--- src/rtl/adv7513_init_seq.sv ---
// ADV7513 power-up register sequencer: paces LUT-driven I2C writes,
// retries failed entries and restarts on hot-plug.
module adv7513_init_seq #(
    parameter int unsigned NUM_REGS   = 31,
    parameter int unsigned MAX_RETRY  = 3,
    parameter int unsigned PWR_DELAY  = 10_000_000,
    parameter int unsigned RETRY_GAP  = 50_000,
    parameter int unsigned TIMEOUT    = 2_000_000,
    parameter logic [6:0]  SLAVE_ADDR = 7'h72
) (
    input  logic       clk_50,
    input  logic       reset,
    input  logic       done,
    input  logic       fail,
    input  logic       HDMI_INT,
    output logic       start,
    output logic [6:0] slave_address,
    output logic [2:0] byte_num,
    output logic [7:0] byte_lut,
    output logic       busy,
    output logic       config_done,
    output logic       config_error,
    output logic [1:0] retry_count
);

    typedef enum logic [2:0] {
        PWR_WAIT,
        ISSUE,
        WAIT_ACK,
        NEXT,
        RETRY_WAIT,
        CONFIGURED,
        ERROR
    } state_t;

    localparam logic [23:0] PWR_LAST  = 24'(PWR_DELAY - 1);
    localparam logic [23:0] GAP_LAST  = 24'(RETRY_GAP - 1);
    localparam logic [23:0] TO_LAST   = 24'(TIMEOUT - 1);
    localparam logic [7:0]  LUT_LAST  = 8'(NUM_REGS - 1);
    localparam logic [1:0]  RETRY_MAX = 2'(MAX_RETRY);

    state_t      state_q, state_d;
    logic [23:0] cnt_q, cnt_d, cnt_inc;
    logic [7:0]  lut_q, lut_d;
    logic [1:0]  retry_q, retry_d;

    // {HDMI_INT, fail, done}: two sync stages plus a history stage
    logic [2:0] meta_q, sync_q, prev_q;
    logic [2:0] rise;
    logic       done_e, fail_e, hdmi_e;

    assign rise   = sync_q & ~prev_q;
    assign done_e = rise[0];
    assign fail_e = rise[1];
    assign hdmi_e = rise[2];

    always_ff @(posedge clk_50 or posedge reset) begin
        if (reset) begin
            state_q <= PWR_WAIT;
            cnt_q   <= '0;
            lut_q   <= '0;
            retry_q <= '0;
            meta_q  <= '0;
            sync_q  <= '0;
            prev_q  <= '0;
        end else begin
            state_q <= state_d;
            cnt_q   <= cnt_d;
            lut_q   <= lut_d;
            retry_q <= retry_d;
            meta_q  <= {HDMI_INT, fail, done};
            sync_q  <= meta_q;
            prev_q  <= sync_q;
        end
    end

    always_comb begin
        state_d = state_q;
        lut_d   = lut_q;
        retry_d = retry_q;
        cnt_inc = (cnt_q == '1) ? cnt_q : cnt_q + 24'd1;
        unique case (state_q)
            PWR_WAIT: begin
                if (cnt_q == PWR_LAST) state_d = ISSUE;
            end
            ISSUE: begin
                state_d = WAIT_ACK;
            end
            WAIT_ACK: begin
                // a simultaneous done+fail is treated as a failure
                if (fail_e || cnt_q == TO_LAST) begin
                    if (retry_q < RETRY_MAX) begin
                        retry_d = retry_q + 2'd1;
                        state_d = RETRY_WAIT;
                    end else begin
                        state_d = ERROR;
                    end
                end else if (done_e) begin
                    state_d = NEXT;
                end
            end
            NEXT: begin
                retry_d = '0;
                if (lut_q == LUT_LAST) begin
                    state_d = CONFIGURED;
                end else begin
                    lut_d   = lut_q + 8'd1;
                    state_d = ISSUE;
                end
            end
            RETRY_WAIT: begin
                if (cnt_q == GAP_LAST) state_d = ISSUE;
            end
            CONFIGURED, ERROR: begin
                if (hdmi_e) begin
                    lut_d   = '0;
                    retry_d = '0;
                    state_d = RETRY_WAIT;
                end
            end
            default: state_d = PWR_WAIT;
        endcase
        // every state transition restarts the shared delay/timeout counter
        cnt_d = (state_d != state_q) ? '0 : cnt_inc;
    end

    always_comb begin
        start         = (state_q == ISSUE) || (state_q == WAIT_ACK);
        config_done   = (state_q == CONFIGURED);
        config_error  = (state_q == ERROR);
        busy          = !(config_done || config_error);
        byte_lut      = lut_q;
        retry_count   = retry_q;
        slave_address = SLAVE_ADDR;
        byte_num      = 3'd2;
    end

endmodule

--- config.mk ---
export PLATFORM = sky130hd
export DESIGN_NAME = adv7513_init_seq
export DESIGN_NICKNAME = d
export VERILOG_FILES = /design/src/rtl/adv7513_init_seq.sv
export SDC_FILE = /design/constraint.sdc
export NUM_CORES = 1
export LEC_CHECK = 0
export ABC_AREA = 1
export ABC_CLOCK_PERIOD_IN_PS = 1900
export CAP_MARGIN = 20
export CELL_PAD_IN_SITES_DETAIL_PLACEMENT = 1
export CELL_PAD_IN_SITES_GLOBAL_PLACEMENT = 2
export CORE_AREA = 2 2 73 145
export DETAILED_ROUTE_END_ITERATION = 8
export DIE_AREA = 0 0 75 147
export HOLD_SLACK_MARGIN = 0.1
export PLACE_DENSITY = 0.76
export SYNTH_ARGS = -nofsm -noshare
export SYNTH_HDL_FRONTEND = slang
export SYNTH_SLANG_ARGS = --single-unit
--- constraint.sdc ---
create_clock -name clk_50 -period 1.9 [get_ports clk_50]
set_clock_uncertainty 0.1 [all_clocks]
set_input_delay 0.38 -clock clk_50 [delete_from_list [all_inputs] [get_ports clk_50]]
set_output_delay 0.38 -clock clk_50 [all_outputs]
set_load 0.01 [all_outputs]
==> results_tabular.tex, run 1 <==
\begin{tabular}{lr}
\hline
Metric & Value \\
\hline
\multicolumn{2}{l}{\textbf{Detailed routing}} \\
Total wirelength of the detailed-routed design & 9520 µm \\
Pre-Repair DR Iteration Count & 4 \\
Average via count per standard cell & 4.65 \\
Post-detailed-route wirelength per cell & 15.3 µm \\
Antenna viol nets, final & 0 \\
Drt initial violations & 96 \\
Number of design rule violations left after detail routing & 0 \\
Via Count & roughly 2900 \\
\multicolumn{2}{l}{\textbf{Synth}} \\
Top cell type by total area after synthesis & sky130\_fd\_sc\_hd\_\_dfrtp\_1 \\
Post-synth top flop & sky130\_fd\_sc\_hd\_\_dfrtp\_1 \\
Number of flip-flops and latches in the synthesized netlist & 46 \\
Synth top area share & 39.4\% \\
Most frequent cells after synthesis & sky130\_fd\_sc\_hd\_\_nand2\_1 (68), sky130\_fd\_sc\_hd\_\_nor2\_1 (49), sky130\_fd\_sc\_hd\_\_dfrtp\_1 (46) \\
Number of different library cells in the post-synthesis netlist & 37 \\
Number of synthesized flops with an enable pin & 0 \\
Cell Area, Synth & about 0.0029 mm² \\
Synth Instances & 379 \\
Top post-synthesis cells by area & sky130\_fd\_sc\_hd\_\_dfrtp\_1 (39\%), sky130\_fd\_sc\_hd\_\_nand2\_1 (8.7\%), sky130\_fd\_sc\_hd\_\_nor2\_1 (6.3\%) \\
Most common cell in the netlist & sky130\_fd\_sc\_hd\_\_nand2\_1 \\
Share of synthesized flip-flops with an asynchronous set or reset & 100\% \\
Average footprint of a synthesized cell & 7.71 µm² \\
Count of warnings emitted by yosys & 0 \\
Seq/Total Area, Yosys & 39.4\% \\
\multicolumn{2}{l}{\textbf{Power}} \\
Internal power summed over all cells & 1.49 mW \\
Part of the total power dissipated in the clock network & 45.7\% \\
Power density relative to cell area & 425 mW/mm² \\
Final Total Pwr & 1.92 mW \\
Static power due to leakage & 2.09 nW \\
Maximum VDD drop & 0.517 mV \\
Logic gate share of total power & 2.7\% \\
NetSw & 432 µW \\
Sequential share of power & 51.5\% \\
Switching share of power & between 20\% and 30\% \\
\multicolumn{2}{l}{\textbf{Final layout}} \\
Fraction of layout cells with a size suffix above 1 & 48.0\% \\
Layout overhead on the synthesized area & 55.0\% \\
Nets & 495 \\
End-of-flow core utilization & 45.5\% \\
Antenna Cells & 0 \\
Fill cell total of the finished layout & 1206 \\
Footprint of the multi-input gates & 0.00184 mm² \\
Register area & approximately 0.0012 mm² \\
\multicolumn{2}{l}{\textbf{Critical path}} \\
Largest driver fanout on the critical path & 5 \\
Cells traversed along the worst timing path & buf\_4 -> nand3\_2 -> inv\_2 -> a21oi\_2 -> nand2\_1 -> nor2\_2 -> nand3\_2 -> nand2\_4 -> nand3\_4 -> buf\_12 -> buf\_12 -> nor2\_2 \\
Flop-to-flop setup slack & -0.14 ns \\
Arrival @ worst endpoint & about 2.2 ns \\
Worst setup SP type & flop \\
Depth of the worst register-to-register path & 12 \\
Critical path class & flop to flop \\
Origin of the critical flop-to-flop path & state\_q[0]\$\_DFF\_PP0\_ \\
Critical Path Sink Type & flop \\
Largest stage delay, worst path & 0.48 ns \\
Reg-to-reg endpoint & cnt\_q[21]\$\_DFFE\_PP0P\_ \\
Worst endpoint required time & 2.03 ns \\
Cell with the largest stage delay on the worst path & sky130\_fd\_sc\_hd\_\_dfrtp\_2 \\
\multicolumn{2}{l}{\textbf{Timing}} \\
Max Clk Rate & 0.491 GHz \\
Setup\_tns & -1.84 ns \\
Clock period minus final worst setup slack & 2.04 ns \\
Final-layout worst hold slack & between 0.2 and 0.3 ns \\
Fin. max-slew vios & 0 \\
Part of the cycle the worst path needs & 107\% \\
Setup repair after global routing missed its margin & yes \\
Final WS setup & -0.138 ns \\
Final hold viol count & 0 \\
Final-report setup violation count & 25 \\
\multicolumn{2}{l}{\textbf{Floorplan}} \\
Floorplan die height & 147 µm \\
FP Rows & 52 \\
Die boundary width & 75 µm \\
Effective utilization at floorplan & 29.3\% \\
IO Count & 29 \\
DIE AREA & approximately 0.011 mm² \\
Placeable Area & around 0.010 mm² \\
\multicolumn{2}{l}{\textbf{Job}} \\
Max capacitance violation total & 0 \\
\multicolumn{2}{l}{\textbf{Global routing}} \\
Maximum number of pins on one net before global-route repair & 47 \\
Grt ovf & 0 \\
GR Util All Layers & about 18\% \\
Initial antenna violation count & 0 \\
Global-route wire length before repair & approximately 15000 µm \\
Via count of the first global-routing pass & between 3000 and 4000 \\
\multicolumn{2}{l}{\textbf{CTS}} \\
Bufs on Longest Clock Path & 2 \\
CTS HTree Levels & 2 \\
CTS clk-pin slew, worst paths & $\sim$0.070 ns \\
Clock tree from TritonCTS & done \\
Clock sinks & 46 \\
Clock buffer count from CTS & 5 \\
Cell at the root of the clock tree & sky130\_fd\_sc\_hd\_\_clkbuf\_16 \\
Worst-skew pair later-pin latency & 0.29 ns \\
\multicolumn{2}{l}{\textbf{Worst hold path}} \\
Beginning of the worst hold path & meta\_q[0]\$\_DFF\_PP0\_ \\
Endpoint with the worst hold slack & sync\_q[0]\$\_DFF\_PP0\_ \\
Class of the most critical hold timing path & flop to flop \\
Hold Path Depth & 0 \\
\multicolumn{2}{l}{\textbf{Outcome}} \\
Violated checks & negative setup slack \\
Run status & complete, but fails checks \\
\multicolumn{2}{l}{\textbf{Place}} \\
I/O Buffers & 18 \\
HPWL after DPL & 6520 µm \\
GPL Wtd Cong & slightly above 0.8 \\
\hline
\end{tabular}
==> worst max-delay path by stage <==
stage                         startpoint               endpoint  slack [ns]  depth (start not counted)
global route        state_q[1]$_DFF_PP0_  cnt_q[23]$_DFFE_PP0P_       -0.31                         13
finish              state_q[0]$_DFF_PP0_  cnt_q[21]$_DFFE_PP0P_       -0.14                         12
global placement    cnt_q[5]$_DFFE_PP0P_  cnt_q[21]$_DFFE_PP0P_       -0.10                          9
detailed placement  cnt_q[4]$_DFFE_PP0P_  cnt_q[21]$_DFFE_PP0P_       -0.13                          9
floorplan           cnt_q[0]$_DFFE_PP0P_  cnt_q[16]$_DFFE_PP0P_        0.09                         11
CTS                 cnt_q[1]$_DFFE_PP0P_  cnt_q[21]$_DFFE_PP0P_       -0.06                         11
==> state kept, by name, summed over array words and instances (netlist names) <==
| signal | cells |
|---|---|
| byte_lut | 8 |
| meta_q | 3 |
| prev_q | 3 |
| cnt_q | 24 |
| state_q | 3 |
| retry_count | 2 |
| sync_q | 3 |
==> stage by stage <==
stage	instances	setup WS, ns	instance area, µm²
global route	622	-0.306	4530
detailed placement	581	-0.130	3630
finish	622	-0.138	4530
CTS	611	-0.0598	4250
global placement	581	-0.102	3630
floorplan	387	0.0854	2950
==> per-layer routing <==
layer / track usage [%] / share of wire, % / vias up
met5: 0 / 0 / -
met1: 23.0 / 42 / 1441
li1: - / - / 1402
met3: 3.22 / 2.2 / 14
met4: 5.71 / 2.2 / 0
met2: 30.5 / 54 / 37
==> power by group through the flow <==
stage	clock (mW)	combinational, mW	sequential (mW)
6_report	0.880	0.0525	0.992
5_1_grt	0.945	0.0594	0.992
4_1_cts	0.903	0.0538	0.992
3_5_place_dp	0	0.0510	1.01
3_3_place_gp	0	0.0505	1.01
2_1_floorplan	0	0.0429	1.01
==> cell families (layout without fill, tap and decap cells) <==
family / after synthesis / in the layout / synth area share (%)
xor gates and xnor gates: 16 / 16 / 4.80
AOI/OAI and AO/OA: 26 / 26 / 5.27
buffers and inverters: 73 / 173 / 12.0
adders and majority gates: 4 / 4 / 1.71
other: 2 / 10 / 0.257
and+or+nand+nor: 212 / 212 / 36.5
DFF: 46 / 46 / 39.4
==> cells in the final DEF, fill, tap and decap left out, drive strengths merged <==
cell,count
o21ai,15
and3,1
conb,10
o21bai,2
clkinvlp,1
a21oi,4
o31ai,2
a31oi,2
nor3b,2
clkinv,2
o32ai,1
nand3b,1
xnor2,4
nand3,29
xor2,12
dlygate4sd2,2
buf,92
nor3,14
ha,4
inv,56
nand4,19
clkbuf,6
dfrtp,46
nand2,72
nor2,72
nor4,2
clkdlybuf4s50,14
==> repair_timing <==
action,4_1_cts,5_1_grt
setup endpoints to repair,31,35
cloned,1,0
hold buffers,0,0
setup buffers,21,18
pin swaps,36,40
hold endpoints to repair,0,0
resized for setup,82,63
==> critical path, delay by kind of cell, from the launching register on <==
family                 cells  cell delay, ns
AND/OR/NAND/NOR            7            0.72
AO/OA/AOI/OAI              1            0.15
buffers and inverters      4            0.52
flip-flops                 1            0.48
==> area by class of cell <==
type,instances,share of cell area (%)
well taps,135,3.73
multi-input cells,268,40.6
inverters,56,4.81
repair buffers,109,21.8
clock inverters,3,0.470
flip-flops and latches,46,25.8
clock buffers,5,2.76
Note: power is estimated with default switching activity, not from simulation.
==> run 2: changes to the inputs <==
==> config.mk (replaced) <==
export PLATFORM = sky130hd
export DESIGN_NAME = adv7513_init_seq
export DESIGN_NICKNAME = d
export VERILOG_FILES = /design/src/rtl/adv7513_init_seq.sv
export SDC_FILE = /design/constraint.sdc
export NUM_CORES = 1
export LEC_CHECK = 0
export ABC_CLOCK_PERIOD_IN_PS = 1900
export CAP_MARGIN = 20
export CELL_PAD_IN_SITES_DETAIL_PLACEMENT = 1
export CELL_PAD_IN_SITES_GLOBAL_PLACEMENT = 2
export CORE_AREA = 2 2 66 131
export DETAILED_ROUTE_END_ITERATION = 8
export DIE_AREA = 0 0 68 133
export HOLD_SLACK_MARGIN = 0.1
export PLACE_DENSITY = 0.77
export SYNTH_ARGS = -nofsm -noshare
export SYNTH_HDL_FRONTEND = slang
export SYNTH_SLANG_ARGS = --single-unit
==> run 2 against run 1 <==
  * The flow still finishes with violations (negative setup slack)
  * Critical endpoint is now retry_count[1]$_DFFE_PP0P_
  * Critical path depth down 5
  * Wire length down 13%
  * Largest power group is now the clock network
  * Sequential share of layout area up 2.9 points
  * Sequential cell count unchanged
  * Via count down 17%
  * Largest cell class unchanged
  * Total power up 7.0%
  * Highest routed layer unchanged
  * Synthesized area down 14%
  * Combinational power up 12%
  * Hold slack worse by 0.0033 ns
  * Non-clock buffer count down 4
  * Utilization up 3.9 points
==> results_tabular.tex, run 2 <==
\begin{tabular}{lr}
\hline
Metric & Value \\
\hline
\multicolumn{2}{l}{\textbf{Outcome}} \\
Run status & complete, but fails checks (unchanged) \\
Violated checks & negative setup slack (unchanged) \\
\multicolumn{2}{l}{\textbf{Final layout}} \\
Layout overhead on the synthesized area & 59.3\% (was 55.0\%) \\
Antenna Cells & 0 (unchanged) \\
Fraction of layout cells with a size suffix above 1 & 44.0\% (was 48.0\%) \\
Most flop-heavy register & cnt\_q (unchanged) \\
Fill cell total of the finished layout & 913 (was 1206) \\
Most common cell after layout, fill and taps aside & sky130\_fd\_sc\_hd\_\_buf\_4 (unchanged) \\
Max FFs per register & 24 (unchanged) \\
Nets & 376 (was 495) \\
Leading cell types in the layout, fill and taps excluded & sky130\_fd\_sc\_hd\_\_buf\_4 (77), sky130\_fd\_sc\_hd\_\_dfrtp\_1 (45), sky130\_fd\_sc\_hd\_\_nor2\_1 (24), sky130\_fd\_sc\_hd\_\_nand2\_1 (17), sky130\_fd\_sc\_hd\_\_nand4\_1 (14) (was sky130\_fd\_sc\_hd\_\_buf\_4 (67), sky130\_fd\_sc\_hd\_\_nand2\_1 (52), sky130\_fd\_sc\_hd\_\_inv\_1 (38), sky130\_fd\_sc\_hd\_\_dfrtp\_1 (32), sky130\_fd\_sc\_hd\_\_nor2\_2 (30)) \\
\multicolumn{2}{l}{\textbf{Place}} \\
I/O Buffers & 18 (unchanged) \\
GPL Wtd Cong & 0.853 (was 0.824) \\
HPWL after DPL & 5460 µm (was 6520 µm) \\
\multicolumn{2}{l}{\textbf{Synth}} \\
Top post-synthesis cells by area & sky130\_fd\_sc\_hd\_\_dfrtp\_1 (46\%), sky130\_fd\_sc\_hd\_\_nor2\_1 (6.0\%), sky130\_fd\_sc\_hd\_\_xnor2\_1 (3.8\%) (was sky130\_fd\_sc\_hd\_\_dfrtp\_1 (39\%), sky130\_fd\_sc\_hd\_\_nand2\_1 (8.7\%), sky130\_fd\_sc\_hd\_\_nor2\_1 (6.3\%)) \\
Most common cell in the netlist & sky130\_fd\_sc\_hd\_\_dfrtp\_1 (was sky130\_fd\_sc\_hd\_\_nand2\_1) \\
Count of warnings emitted by yosys & 0 (unchanged) \\
Top cell type by total area after synthesis & sky130\_fd\_sc\_hd\_\_dfrtp\_1 (unchanged) \\
Number of different library cells in the post-synthesis netlist & 55 (was 37) \\
Cell Area, Synth & 0.00252 mm² (was 0.00292 mm²) \\
Seq/Total Area, Yosys & 45.7\% (was 39.4\%) \\
Number of flip-flops and latches in the synthesized netlist & 46 (unchanged) \\
Most frequent cells after synthesis & sky130\_fd\_sc\_hd\_\_dfrtp\_1 (46), sky130\_fd\_sc\_hd\_\_nor2\_1 (40), sky130\_fd\_sc\_hd\_\_nand2\_1 (19) (was sky130\_fd\_sc\_hd\_\_nand2\_1 (68), sky130\_fd\_sc\_hd\_\_nor2\_1 (49), sky130\_fd\_sc\_hd\_\_dfrtp\_1 (46)) \\
Number of synthesized flops with an enable pin & 0 (unchanged) \\
Average footprint of a synthesized cell & 9.50 µm² (was 7.71 µm²) \\
Synth top area share & 45.7\% (was 39.4\%) \\
Synth Instances & 265 (was 379) \\
Share of synthesized flip-flops with an asynchronous set or reset & 100\% (unchanged) \\
Post-synth top flop & sky130\_fd\_sc\_hd\_\_dfrtp\_1 (unchanged) \\
\multicolumn{2}{l}{\textbf{Worst hold path}} \\
Class of the most critical hold timing path & flop to flop (unchanged) \\
\multicolumn{2}{l}{\textbf{Job}} \\
Max capacitance violation total & 0 (unchanged) \\
\multicolumn{2}{l}{\textbf{Critical path}} \\
Buf+Inv Stages, Crit Path & 1 (was 4) \\
Cell with the largest stage delay on the worst path & sky130\_fd\_sc\_hd\_\_o32a\_1 (was sky130\_fd\_sc\_hd\_\_dfrtp\_2) \\
Cells traversed along the worst timing path & or2\_1 -> or3\_1 -> o32a\_1 -> buf\_4 -> nor2\_4 -> mux2\_4 -> o22ai\_2 (was buf\_4 -> nand3\_2 -> inv\_2 -> a21oi\_2 -> nand2\_1 -> nor2\_2 -> nand3\_2 -> nand2\_4 -> nand3\_4 -> buf\_12 -> buf\_12 -> nor2\_2) \\
Arrival @ worst endpoint & 2.40 ns (was 2.17 ns) \\
Critical Path Sink Type & flop (unchanged) \\
Worst setup SP type & flop (unchanged) \\
Critical path class & flop to flop (unchanged) \\
Largest stage delay, worst path & 0.44 ns (was 0.48 ns) \\
Dominant delay contributor by cell family on the critical path & simple AND/OR/NAND/NOR gates (unchanged) \\
Worst endpoint required time & 2.01 ns (was 2.03 ns) \\
Largest driver fanout on the critical path & 4 (was 5) \\
\multicolumn{2}{l}{\textbf{CTS}} \\
CTS clk-pin slew, worst paths & 0.07 ns (about the same) \\
Clock buffer count from CTS & 5 (unchanged) \\
Bufs on Longest Clock Path & 2 (unchanged) \\
Clock tree from TritonCTS & done (unchanged) \\
Cell at the root of the clock tree & sky130\_fd\_sc\_hd\_\_clkbuf\_16 (unchanged) \\
Clock sinks & 46 (unchanged) \\
CTS HTree Levels & 2 (unchanged) \\
Worst-skew pair later-pin latency & 0.29 ns (about the same) \\
\multicolumn{2}{l}{\textbf{Floorplan}} \\
FP Rows & 47 (was 52) \\
Floorplan die height & 133 µm (was 147 µm) \\
DIE AREA & 0.00904 mm² (was 0.0110 mm²) \\
Die boundary width & 68 µm (was 75 µm) \\
Placeable Area & 0.00812 mm² (was 0.00995 mm²) \\
Effective utilization at floorplan & 31.0\% (was 29.3\%) \\
IO Count & 29 (unchanged) \\
\multicolumn{2}{l}{\textbf{Global routing}} \\
Global-route wire length before repair & 12700 µm (was 15300 µm) \\
GR Util All Layers & 18.5\% (was 18.1\%) \\
Maximum number of pins on one net before global-route repair & 47 (unchanged) \\
Grt ovf & 0 (unchanged) \\
Via count of the first global-routing pass & 2502 (was 3058) \\
Initial antenna violation count & 0 (unchanged) \\
\multicolumn{2}{l}{\textbf{Timing}} \\
Final-layout worst hold slack & 0.256 ns (was 0.259 ns) \\
Final hold viol count & 0 (unchanged) \\
Setup repair after global routing missed its margin & yes (unchanged) \\
Part of the cycle the worst path needs & 120\% (was 107\%) \\
Clock period minus final worst setup slack & 2.29 ns (was 2.04 ns) \\
Setup\_tns & -8.20 ns (was -1.84 ns) \\
Final WS setup & -0.389 ns (was -0.138 ns) \\
Fin. max-slew vios & 0 (unchanged) \\
Max Clk Rate & 0.437 GHz (was 0.491 GHz) \\
Final-report setup violation count & 32 (was 25) \\
\multicolumn{2}{l}{\textbf{Detailed routing}} \\
Antenna viol nets, final & 0 (unchanged) \\
Total wirelength of the detailed-routed design & 8300 µm (was 9520 µm) \\
Number of design rule violations left after detail routing & 0 (unchanged) \\
Average via count per standard cell & 5.14 (was 4.65) \\
Pre-Repair DR Iteration Count & 4 (unchanged) \\
Drt initial violations & 87 (was 96) \\
Via Count & 2397 (was 2894) \\
Post-detailed-route wirelength per cell & 17.8 µm (was 15.3 µm) \\
\multicolumn{2}{l}{\textbf{Power}} \\
Final Total Pwr & 2.06 mW (was 1.92 mW) \\
Static power due to leakage & 1.80 nW (was 2.09 nW) \\
Power density relative to cell area & 513 mW/mm² (was 425 mW/mm²) \\
Maximum VDD drop & 0.571 mV (was 0.517 mV) \\
\hline
\end{tabular}
run 2: cell count changes in the layout (fill, tap and decap cells not counted), moves of 9 or more:
cell	delta
sky130_fd_sc_hd__buf_4	+10
sky130_fd_sc_hd__buf_6	-10
sky130_fd_sc_hd__dfrtp_1	+13
sky130_fd_sc_hd__dfrtp_2	-13
sky130_fd_sc_hd__inv_1	-34
sky130_fd_sc_hd__inv_2	-12
sky130_fd_sc_hd__nand2_1	-35
sky130_fd_sc_hd__nand2_2	-11
sky130_fd_sc_hd__nand3_2	-9
sky130_fd_sc_hd__nor2_2	-22
run 2: worst reg2reg max path, delay by kind of cell, from the launching register on:
kind	cells	cell delay, ns
buf+inv	1	0.18
simple gates	3	0.71
compound gates	2	0.53
mux	1	0.31
flops	1	0.38
run 2: worst paths after layout:
kind | slack [ns] | cells past startpoint | start | end
worst max-delay path | -0.39 | 7 | cnt_q[12]$_DFFE_PP0P_ | retry_count[1]$_DFFE_PP0P_
worst max register to register | -0.39 | 7 | cnt_q[12]$_DFFE_PP0P_ | retry_count[1]$_DFFE_PP0P_
worst min register to register | 0.26 | 0 | meta_q[0]$_DFF_PP0_ | sync_q[0]$_DFF_PP0_
worst min-delay path | 0.26 | 0 | meta_q[0]$_DFF_PP0_ | sync_q[0]$_DFF_PP0_
max in group asynchronous | 1.12 | 3 | reset | byte_lut[0]$_DFFE_PP0P_
min in group asynchronous | 0.35 | 3 | reset | sync_q[2]$_DFF_PP0_
run 2: cell families after synthesis:
kind of cell               count (synthesis)  share of synthesized area [%]
AOI/OAI and AO/OA                         31                           9.69
DFF                                       46                           45.7
xor gates and xnor gates                  22                           7.65
buffers and inverters                     25                           5.62
other                                      2                          0.298
muxes                                      4                           1.64
adders and majority gates                  4                           1.99
and+or+nand+nor                          131                           27.4
run 2: metal layers:
layer | up-vias | part of all wire, % | global-route usage [%]
met5 | - | 0 | 0
met4 | 0 | 1.7 | 5.00
met3 | 9 | 2.1 | 3.15
met2 | 43 | 56 | 31.9
met1 | 1230 | 40 | 23.1
li1 | 1115 | - | -
run 2: cell type report:
type	count	area [µm²]	share of cell area, %
clock buffer	6	129	3.21
clock inverter	2	37.5	0.936
inverter	7	26.3	0.655
multi-input combinational	202	1640	40.9
sequential	46	1150	28.7
tap	98	123	3.06
timing repair buffer	105	902	22.5
run 2: per-stage QoR:
stage	worst slack [ns]	util, %	cells	cell area, µm²
floorplan	-0.151	-	273	2590
global placement	-0.262	40.8	441	3310
detailed placement	-0.340	40.8	441	3310
CTS	-0.324	45.1	455	3660
global route	-0.482	49.4	466	4010
finish	-0.389	49.4	466	4010
run 2: report_power, final:
group          switching (mW)  internal [mW]  total, mW
clock                   0.386          0.622       1.01
combinational          0.0380         0.0206     0.0586
sequential            0.00412          0.989      0.993
total                   0.428           1.63       2.06
run 2: timing repair:
action / CTS / global route
setup buffers: 6 / 11
hold buffers: 0 / 0
setup endpoints to repair: 35 / 38
cloned: 1 / 0
pin swaps: 8 / 36
gates resized for setup: 31 / 62
